## config.mk

```make
export PLATFORM = sky130hd
export DESIGN_NAME = vga_timing_generator_flat
export DESIGN_NICKNAME = d
export VERILOG_FILES = /design/src/rtl/vga_timing_generator_if.sv /design/src/rtl/vga_timing_generator.sv /design/src/flat_wrapper.sv
export SDC_FILE = /design/constraint.sdc
export NUM_CORES = 1
export LEC_CHECK = 0
export CORE_UTILIZATION = 45
export DETAILED_ROUTE_END_ITERATION = 6
export PLACE_DENSITY = 0.76
export RECOVER_POWER = 25
export SKIP_CTS_REPAIR_TIMING = 1
export SLEW_MARGIN = 20
export SYNTH_ARGS = -nofsm -noshare
export SYNTH_HDL_FRONTEND = slang
export SYNTH_SLANG_ARGS = --single-unit
```

## constraint.sdc

```tcl
create_clock -name i_clk -period 2.2 [get_ports i_clk]
set_clock_uncertainty 0.05 [all_clocks]
set_input_delay 0.66 -clock i_clk [delete_from_list [all_inputs] [get_ports i_clk]]
set_output_delay 0.66 -clock i_clk [all_outputs]
set_load 0.01 [all_outputs]
```

## src/rtl/vga_timing_generator_if.sv

```systemverilog
// Video-side bundle of the VGA timing generator: colour request in,
// raster coordinates, strobes, syncs and blanked video out.
interface vga_timing_generator_if #(
  parameter int COORD_W = 11
);
  logic [11:0]        i_color;
  logic [COORD_W-1:0] o_x;
  logic [COORD_W-1:0] o_y;
  logic               o_active;
  logic               o_pixel_tick;
  logic               o_line_start;
  logic               o_frame_start;
  logic               o_hsync;
  logic               o_vsync;
  logic [3:0]         o_red;
  logic [3:0]         o_green;
  logic [3:0]         o_blue;

  // Generator side
  modport master (
    input  i_color,
    output o_x, o_y, o_active, o_pixel_tick, o_line_start, o_frame_start,
    output o_hsync, o_vsync, o_red, o_green, o_blue
  );

  // Pixel source / DAC side
  modport slave (
    output i_color,
    input  o_x, o_y, o_active, o_pixel_tick, o_line_start, o_frame_start,
    input  o_hsync, o_vsync, o_red, o_green, o_blue
  );
endinterface

```

## src/rtl/vga_timing_generator.sv

```systemverilog
// Parametrised VGA raster timing generator: pixel divider, x/y raster
// counters, line/frame strobes and a one-cycle registered sync/video stage.
module vga_timing_generator #(
  parameter int H_ACTIVE  = 640,
  parameter int H_FRONT   = 16,
  parameter int H_SYNC    = 96,
  parameter int H_BACK    = 48,
  parameter int V_ACTIVE  = 480,
  parameter int V_FRONT   = 10,
  parameter int V_SYNC    = 2,
  parameter int V_BACK    = 33,
  parameter bit HSYNC_POL = 1'b0,
  parameter bit VSYNC_POL = 1'b0,
  parameter int CLK_DIV   = 1,
  parameter int COORD_W   = 11
) (
  input  logic                   i_clk,
  input  logic                   i_reset,
  vga_timing_generator_if.master vif
);

  localparam int H_TOTAL = H_ACTIVE + H_FRONT + H_SYNC + H_BACK;
  localparam int V_TOTAL = V_ACTIVE + V_FRONT + V_SYNC + V_BACK;
  localparam int DIV_W   = (CLK_DIV > 1) ? $clog2(CLK_DIV) : 1;

  localparam logic [DIV_W-1:0]   DIV_LAST = DIV_W'(CLK_DIV - 1);
  localparam logic [COORD_W-1:0] H_LAST   = COORD_W'(H_TOTAL - 1);
  localparam logic [COORD_W-1:0] V_LAST   = COORD_W'(V_TOTAL - 1);
  localparam logic [COORD_W-1:0] H_ACT    = COORD_W'(H_ACTIVE);
  localparam logic [COORD_W-1:0] V_ACT    = COORD_W'(V_ACTIVE);
  localparam logic [COORD_W-1:0] HS_BEG   = COORD_W'(H_ACTIVE + H_FRONT);
  localparam logic [COORD_W-1:0] HS_END   = COORD_W'(H_ACTIVE + H_FRONT + H_SYNC);
  localparam logic [COORD_W-1:0] VS_BEG   = COORD_W'(V_ACTIVE + V_FRONT);
  localparam logic [COORD_W-1:0] VS_END   = COORD_W'(V_ACTIVE + V_FRONT + V_SYNC);

  logic [DIV_W-1:0]   div_cnt;
  logic [COORD_W-1:0] x_q;
  logic [COORD_W-1:0] y_q;
  logic               first_q;   // this cycle is the first one of a new line
  logic               tick_raw;
  logic               active;
  logic               in_hs;
  logic               in_vs;
  logic               hsync_q;
  logic               vsync_q;
  logic [11:0]        rgb_q;

  assign tick_raw = (div_cnt == DIV_LAST);
  assign active   = (x_q < H_ACT) && (y_q < V_ACT);
  assign in_hs    = (x_q >= HS_BEG) && (x_q < HS_END);
  assign in_vs    = (y_q >= VS_BEG) && (y_q < VS_END);

  // Pixel divider and raster counters; first_q marks the cycle after a wrap
  // (or after reset) so the line strobe fires once, not once per sub-cycle.
  always_ff @(posedge i_clk) begin
    if (i_reset) begin
      div_cnt <= '0;
      x_q     <= '0;
      y_q     <= '0;
      first_q <= 1'b1;
    end else begin
      first_q <= 1'b0;
      if (tick_raw) begin
        div_cnt <= '0;
        if (x_q == H_LAST) begin
          x_q     <= '0;
          first_q <= 1'b1;
          y_q     <= (y_q == V_LAST) ? '0 : y_q + COORD_W'(1);
        end else begin
          x_q <= x_q + COORD_W'(1);
        end
      end else begin
        div_cnt <= div_cnt + DIV_W'(1);
      end
    end
  end

  // Registered sync and blanked video, one i_clk behind the counters.
  always_ff @(posedge i_clk) begin
    if (i_reset) begin
      hsync_q <= ~HSYNC_POL;
      vsync_q <= ~VSYNC_POL;
      rgb_q   <= '0;
    end else begin
      hsync_q <= in_hs ? HSYNC_POL : ~HSYNC_POL;
      vsync_q <= in_vs ? VSYNC_POL : ~VSYNC_POL;
      rgb_q   <= active ? vif.i_color : 12'h000;
    end
  end

  // Strobes are masked while reset is held.
  assign vif.o_x           = x_q;
  assign vif.o_y           = y_q;
  assign vif.o_active      = active;
  assign vif.o_pixel_tick  = tick_raw && !i_reset;
  assign vif.o_line_start  = first_q && !i_reset;
  assign vif.o_frame_start = first_q && !i_reset && (y_q == '0);
  assign vif.o_hsync       = hsync_q;
  assign vif.o_vsync       = vsync_q;
  assign vif.o_red         = rgb_q[11:8];
  assign vif.o_green       = rgb_q[7:4];
  assign vif.o_blue        = rgb_q[3:0];

endmodule

```

## src/flat_wrapper.sv

```systemverilog
// flat-port wrapper written by rule: the top's interface ports become plain ports
module vga_timing_generator_flat 
#(
  parameter int H_ACTIVE  = 640,
  parameter int H_FRONT   = 16,
  parameter int H_SYNC    = 96,
  parameter int H_BACK    = 48,
  parameter int V_ACTIVE  = 480,
  parameter int V_FRONT   = 10,
  parameter int V_SYNC    = 2,
  parameter int V_BACK    = 33,
  parameter bit HSYNC_POL = 1'b0,
  parameter bit VSYNC_POL = 1'b0,
  parameter int CLK_DIV   = 1,
  parameter int COORD_W   = 11
)
  (i_clk, i_reset, vif_i_color, vif_o_x, vif_o_y, vif_o_active, vif_o_pixel_tick, vif_o_line_start, vif_o_frame_start, vif_o_hsync, vif_o_vsync, vif_o_red, vif_o_green, vif_o_blue);
  vga_timing_generator_if #(.COORD_W(COORD_W)) vif_i ();
  input  logic i_clk;
  input  logic i_reset;
  input wire logic [$bits(vif_i.i_color)-1:0] vif_i_color;
  output wire logic [$bits(vif_i.o_x)-1:0] vif_o_x;
  output wire logic [$bits(vif_i.o_y)-1:0] vif_o_y;
  output wire logic [$bits(vif_i.o_active)-1:0] vif_o_active;
  output wire logic [$bits(vif_i.o_pixel_tick)-1:0] vif_o_pixel_tick;
  output wire logic [$bits(vif_i.o_line_start)-1:0] vif_o_line_start;
  output wire logic [$bits(vif_i.o_frame_start)-1:0] vif_o_frame_start;
  output wire logic [$bits(vif_i.o_hsync)-1:0] vif_o_hsync;
  output wire logic [$bits(vif_i.o_vsync)-1:0] vif_o_vsync;
  output wire logic [$bits(vif_i.o_red)-1:0] vif_o_red;
  output wire logic [$bits(vif_i.o_green)-1:0] vif_o_green;
  output wire logic [$bits(vif_i.o_blue)-1:0] vif_o_blue;
  assign vif_i.i_color = vif_i_color;
  assign vif_o_x = vif_i.o_x;
  assign vif_o_y = vif_i.o_y;
  assign vif_o_active = vif_i.o_active;
  assign vif_o_pixel_tick = vif_i.o_pixel_tick;
  assign vif_o_line_start = vif_i.o_line_start;
  assign vif_o_frame_start = vif_i.o_frame_start;
  assign vif_o_hsync = vif_i.o_hsync;
  assign vif_o_vsync = vif_i.o_vsync;
  assign vif_o_red = vif_i.o_red;
  assign vif_o_green = vif_i.o_green;
  assign vif_o_blue = vif_i.o_blue;
  vga_timing_generator #(.H_ACTIVE(H_ACTIVE), .H_FRONT(H_FRONT), .H_SYNC(H_SYNC), .H_BACK(H_BACK), .V_ACTIVE(V_ACTIVE), .V_FRONT(V_FRONT), .V_SYNC(V_SYNC), .V_BACK(V_BACK), .HSYNC_POL(HSYNC_POL), .VSYNC_POL(VSYNC_POL), .CLK_DIV(CLK_DIV), .COORD_W(COORD_W)) u_core (.i_clk(i_clk), .i_reset(i_reset), .vif(vif_i));
endmodule
```

==> impl_results.html <==
<table>
<tr><th>Metric</th><th>Value</th></tr>
<tr><th colspan="2">Status</th></tr>
<tr><td>Outcome</td><td>complete, but fails checks</td></tr>
<tr><td>Violations in the final reports</td><td>setup timing</td></tr>
<tr><th colspan="2">Setup path</th></tr>
<tr><td>Startpoint type of the worst setup path</td><td>register</td></tr>
<tr><td>Critical Path Max Stage Delay</td><td>0.33 ns</td></tr>
<tr><td>Worst-path fanout max</td><td>2</td></tr>
<tr><td>Kind of end point of the critical path</td><td>primary output</td></tr>
<tr><td>CP arrival</td><td>1.59 ns</td></tr>
<tr><td>CP top delay family</td><td>simple AND/OR/NAND/NOR gates</td></tr>
<tr><td>Cell with the largest stage delay on the worst path</td><td>sky130_fd_sc_hd__dfxtp_1</td></tr>
<tr><td>Beginning of the critical path</td><td>u_core.vif.o_y[0]</td></tr>
<tr><td>Worst Setup Path Type</td><td>reg -&gt; out</td></tr>
<tr><td>Data required time at the worst endpoint</td><td>1.49 ns</td></tr>
<tr><td>Worst reg2reg startpoint</td><td>u_core.vif.o_y[1]</td></tr>
<tr><td>Worst reg2reg setup slack</td><td>0.20 ns</td></tr>
<tr><td>Cells along the critical path</td><td>inv_1 &gt; ha_1 &gt; nor2b_1 &gt; nand3_1 &gt; nor4_1 &gt; clkbuf_2</td></tr>
<tr><td>CP bufs+invs</td><td>2</td></tr>
<tr><th colspan="2">Route</th></tr>
<tr><td>Number of vias after detailed routing</td><td>1,636</td></tr>
<tr><td>ANT nets after route</td><td>0</td></tr>
<tr><td>DRC violations left</td><td>0</td></tr>
<tr><td>Average detailed-routed wire length per instance</td><td>13.9 um</td></tr>
<tr><td>Starting DRC count in detailed routing</td><td>101</td></tr>
<tr><td>Routed vias/inst</td><td>5.40</td></tr>
<tr><td>DRT Pass-1 Iters</td><td>5</td></tr>
<tr><td>Drt total wl</td><td>4.21 mm</td></tr>
<tr><th colspan="2">Layout</th></tr>
<tr><td>Share of post-route cells with drive strength above 1</td><td>13.6%</td></tr>
<tr><td>Number of inserted diodes</td><td>0</td></tr>
<tr><td>Most common cell after layout, fill and taps aside</td><td>sky130_fd_sc_hd__clkdlybuf4s50_1</td></tr>
<tr><td>Total Nets Final</td><td>273</td></tr>
<tr><td>Seq. cell area</td><td>762 sq um</td></tr>
<tr><td>Most frequent cells in the layout</td><td>sky130_fd_sc_hd__clkdlybuf4s50_1 (48), sky130_fd_sc_hd__dfxtp_1 (37), sky130_fd_sc_hd__nor2_1 (18)</td></tr>
<tr><td>Fillers</td><td>274</td></tr>
<tr><td>Total area of multi-input combinational cells</td><td>832 sq um</td></tr>
<tr><td>Area overhead of the layout relative to synthesis</td><td>45.9%</td></tr>
<tr><td>Final Instance Area</td><td>2410 sq um</td></tr>
<tr><th colspan="2">Clocking</th></tr>
<tr><td>Clock slew at reported path FFs</td><td>0.12 ns</td></tr>
<tr><td>Skew-Pair Late Insertion Delay</td><td>0.36 ns</td></tr>
<tr><td>CTS tree</td><td>built</td></tr>
<tr><td>Cell at the root of the clock tree</td><td>sky130_fd_sc_hd__clkbuf_4</td></tr>
<tr><td>H-tree levels</td><td>2</td></tr>
<tr><td>Number of CTS-inserted buffers</td><td>5</td></tr>
<tr><td>Deepest clock path buffer count</td><td>2</td></tr>
<tr><td>Clock net sink count</td><td>38</td></tr>
<tr><th colspan="2">Placed design</th></tr>
<tr><td>Buffers added on ports</td><td>53</td></tr>
<tr><td>Cell area after placement</td><td>2350 sq um</td></tr>
<tr><td>Detailed placer's ending HPWL</td><td>3.14 mm</td></tr>
<tr><td>Last weighted congestion value of the routability-driven placer</td><td>0.808</td></tr>
<tr><td>Post-placement worst setup slack</td><td>-0.626 ns</td></tr>
<tr><th colspan="2">Pwr</th></tr>
<tr><td>Pint</td><td>0.921 mW</td></tr>
<tr><td>Worst voltage drop across the vdd grid</td><td>0.345 mV</td></tr>
<tr><td>Reg power frac</td><td>58.6%</td></tr>
<tr><td>Leakage power total</td><td>0.906 nW</td></tr>
<tr><td>Overall power</td><td>1.22 mW</td></tr>
<tr><td>Portion of total power attributed to combinational logic</td><td>8.2%</td></tr>
<tr><td>Clock network power share</td><td>33.2%</td></tr>
<tr><td>Pwr Density</td><td>506 nW/um^2</td></tr>
<tr><td>Net switching component of the power</td><td>0.299 mW</td></tr>
<tr><td>Proportion of total power due to net switching</td><td>24.5%</td></tr>
<tr><th colspan="2">Timing</th></tr>
<tr><td>Count of final max-slew check failures</td><td>0</td></tr>
<tr><td>Hold Vio Cnt, Final</td><td>0</td></tr>
<tr><td>Min cycle time layout</td><td>2.30 ns</td></tr>
<tr><td>Relative slew margins</td><td>61.8%</td></tr>
<tr><td>Tightest Pin Transition</td><td>0.572 ns</td></tr>
<tr><td>Number of failing setup endpoints in the final timing report</td><td>2</td></tr>
<tr><td>Unrepaired setup endpoints after global routing</td><td>true</td></tr>
<tr><td>Fmax</td><td>0.435 GHz</td></tr>
<tr><td>Final setup margin</td><td>-0.0983 ns</td></tr>
<tr><td>Post-route clock period utilization</td><td>104%</td></tr>
<tr><th colspan="2">Global routing</th></tr>
<tr><td>Total gr overflow</td><td>0</td></tr>
<tr><td>Largest net degree at the start of global routing</td><td>23</td></tr>
<tr><td>Met3 layer usage reported by global route</td><td>5.47%</td></tr>
<tr><td>GRT Util Overall</td><td>23.0%</td></tr>
<tr><td>Routing layer with the top usage in global route</td><td>met2</td></tr>
<tr><td>Vias in the first global route</td><td>1,543</td></tr>
<tr><td>Number of antenna violations at the first check in global routing</td><td>0</td></tr>
<tr><td>Grt met2 use</td><td>39.8%</td></tr>
<tr><td>Met1 track utilization from global routing</td><td>27.1%</td></tr>
<tr><td>Global-route wire length before repair</td><td>7.11 mm</td></tr>
<tr><th colspan="2">Yosys</th></tr>
<tr><td>FF+latch count, synth</td><td>38</td></tr>
<tr><td>Fraction of registers with async set or reset after synthesis</td><td>0%</td></tr>
<tr><td>Count of flip-flops with a built-in enable after synthesis</td><td>0</td></tr>
<tr><td>Most area-hungry cell type in the Yosys netlist</td><td>sky130_fd_sc_hd__dfxtp_1</td></tr>
<tr><td>Ys Warns</td><td>0</td></tr>
<tr><td>Synth Instances</td><td>185</td></tr>
<tr><td>Cell variety after synth</td><td>42</td></tr>
<tr><td>Seq/Total Area, Yosys</td><td>46.0%</td></tr>
<tr><td>Average footprint of a synthesized cell</td><td>8.93 sq um</td></tr>
<tr><td>Post-synthesis net count</td><td>202</td></tr>
<tr><td>Fraction of synthesized cell area taken by the top area cell type</td><td>46.0%</td></tr>
<tr><td>Leading register cell type out of synthesis</td><td>sky130_fd_sc_hd__dfxtp_1</td></tr>
<tr><td>Synth area leaders</td><td>sky130_fd_sc_hd__dfxtp_1 (46%), sky130_fd_sc_hd__and2_1 (4.9%), sky130_fd_sc_hd__nor2_1 (4.1%)</td></tr>
<tr><td>Total standard cell area after synthesis</td><td>1650 sq um</td></tr>
<tr><th colspan="2">Floorplanning</th></tr>
<tr><td>Floorplan die area</td><td>3920 sq um</td></tr>
<tr><td>Boundary Pins</td><td>54</td></tr>
<tr><td>Placeable core region</td><td>3420 sq um</td></tr>
<tr><td>Floorplan row count</td><td>21</td></tr>
<tr><td>Initial core utilization</td><td>48.4%</td></tr>
<tr><td>Die height</td><td>62.6 um</td></tr>
<tr><td>Die W</td><td>62.6 um</td></tr>
<tr><th colspan="2">Hold path</th></tr>
<tr><td>Min-delay worst type</td><td>reg -&gt; reg</td></tr>
<tr><td>Startpoint of the lowest-slack hold path</td><td>u_core.vif.o_x[7]</td></tr>
<tr><th colspan="2">Run</th></tr>
<tr><td>Max-capacitance violation count</td><td>0</td></tr>
</table>
power by group through the flow:
stage | clock network, mW | registers [mW] | logic, mW
after floorplan | 0 | 0.736 | 0.0288
after CTS | 0.408 | 0.714 | 0.102
after detailed placement | 0 | 0.730 | 0.101
final | 0.405 | 0.715 | 0.100
after global routing | 0.433 | 0.717 | 0.109
after global placement | 0 | 0.729 | 0.0996
synth_stat cells (3+ instances only):
library cell	number
sky130_fd_sc_hd__and2_1	13
sky130_fd_sc_hd__and3_1	3
sky130_fd_sc_hd__ha_1	3
sky130_fd_sc_hd__nand2_1	11
sky130_fd_sc_hd__inv_1	8
sky130_fd_sc_hd__xnor2_1	4
sky130_fd_sc_hd__or3_1	4
sky130_fd_sc_hd__nand4_1	8
sky130_fd_sc_hd__xor2_1	5
sky130_fd_sc_hd__nor2_1	18
sky130_fd_sc_hd__clkbuf_1	4
sky130_fd_sc_hd__o32ai_1	5
sky130_fd_sc_hd__nor2b_1	3
sky130_fd_sc_hd__buf_2	3
sky130_fd_sc_hd__a21oi_1	9
sky130_fd_sc_hd__nor3_1	3
sky130_fd_sc_hd__nand2b_1	3
sky130_fd_sc_hd__dfxtp_1	38
sky130_fd_sc_hd__nand3_1	10
area by class of cell:
| type | instances | share of cell area [%] |
|---|---|---|
| flip-flops and latches | 38 | 31.6 |
| clock inverters | 2 | 0.519 |
| repair buffers | 72 | 27.5 |
| inverters | 9 | 1.40 |
| clock buffers | 6 | 2.13 |
| multi-input cells | 130 | 34.5 |
| well taps | 46 | 2.39 |
routing by layer:
metal,wire (um),share of wire (%)
met1,1760,42
met2,2110,50
met3,250,5.9
met4,82,1.9
met5,0,0
logic make-up after synthesis:
kind of cell / synth area share, %
flip-flops: 46.0
AND/OR/NAND/NOR: 32.1
adder cells (fa/ha/maj): 2.27
multiplexers: 0.606
AO/OA/AOI/OAI: 9.92
other: 0.227
buffers and inverters: 4.09
XOR/XNOR: 4.77
path summary, 6_finish.rpt:
kind                         to  cells past startpoint
min reg2reg  u_core.vif.o_hsync                      2
max reg2reg  u_core.vif.o_y[10]                      6
max           vif_o_frame_start                      6
min          u_core.vif.o_hsync                      2
tightest hold or removal path: cells and delay by family, from the launching register on:
kind / cells / cell delay (ns)
buf+inv: 1 / 0.15
flops: 1 / 0.33
simple gates: 1 / 0.07
metrics by stage:
step	hold slack, ns	cells	TNS [ns]	util (%)
floorplan	0.433	185	0	-
global placement	0.472	295	-1.52	68.8
detailed placement	0.495	295	-1.55	68.8
CTS	0.521	303	-1.85	70.7
global route	0.564	303	-0.394	70.6
finish	0.520	303	-0.130	70.6
flip-flops by register name, summed over array words and instances (netlist names):
| name | cells |
|---|---|
| u_core.div_cnt | 1 |
| u_core.vif.o_x | 11 |
| u_core.vif.o_y | 11 |
| u_core.vif.o_hsync | 1 |
| u_core.first_q | 1 |
| u_core.vif.o_vsync | 1 |
| u_core.rgb_q | 12 |
Power figures use the tool's default switching activity.
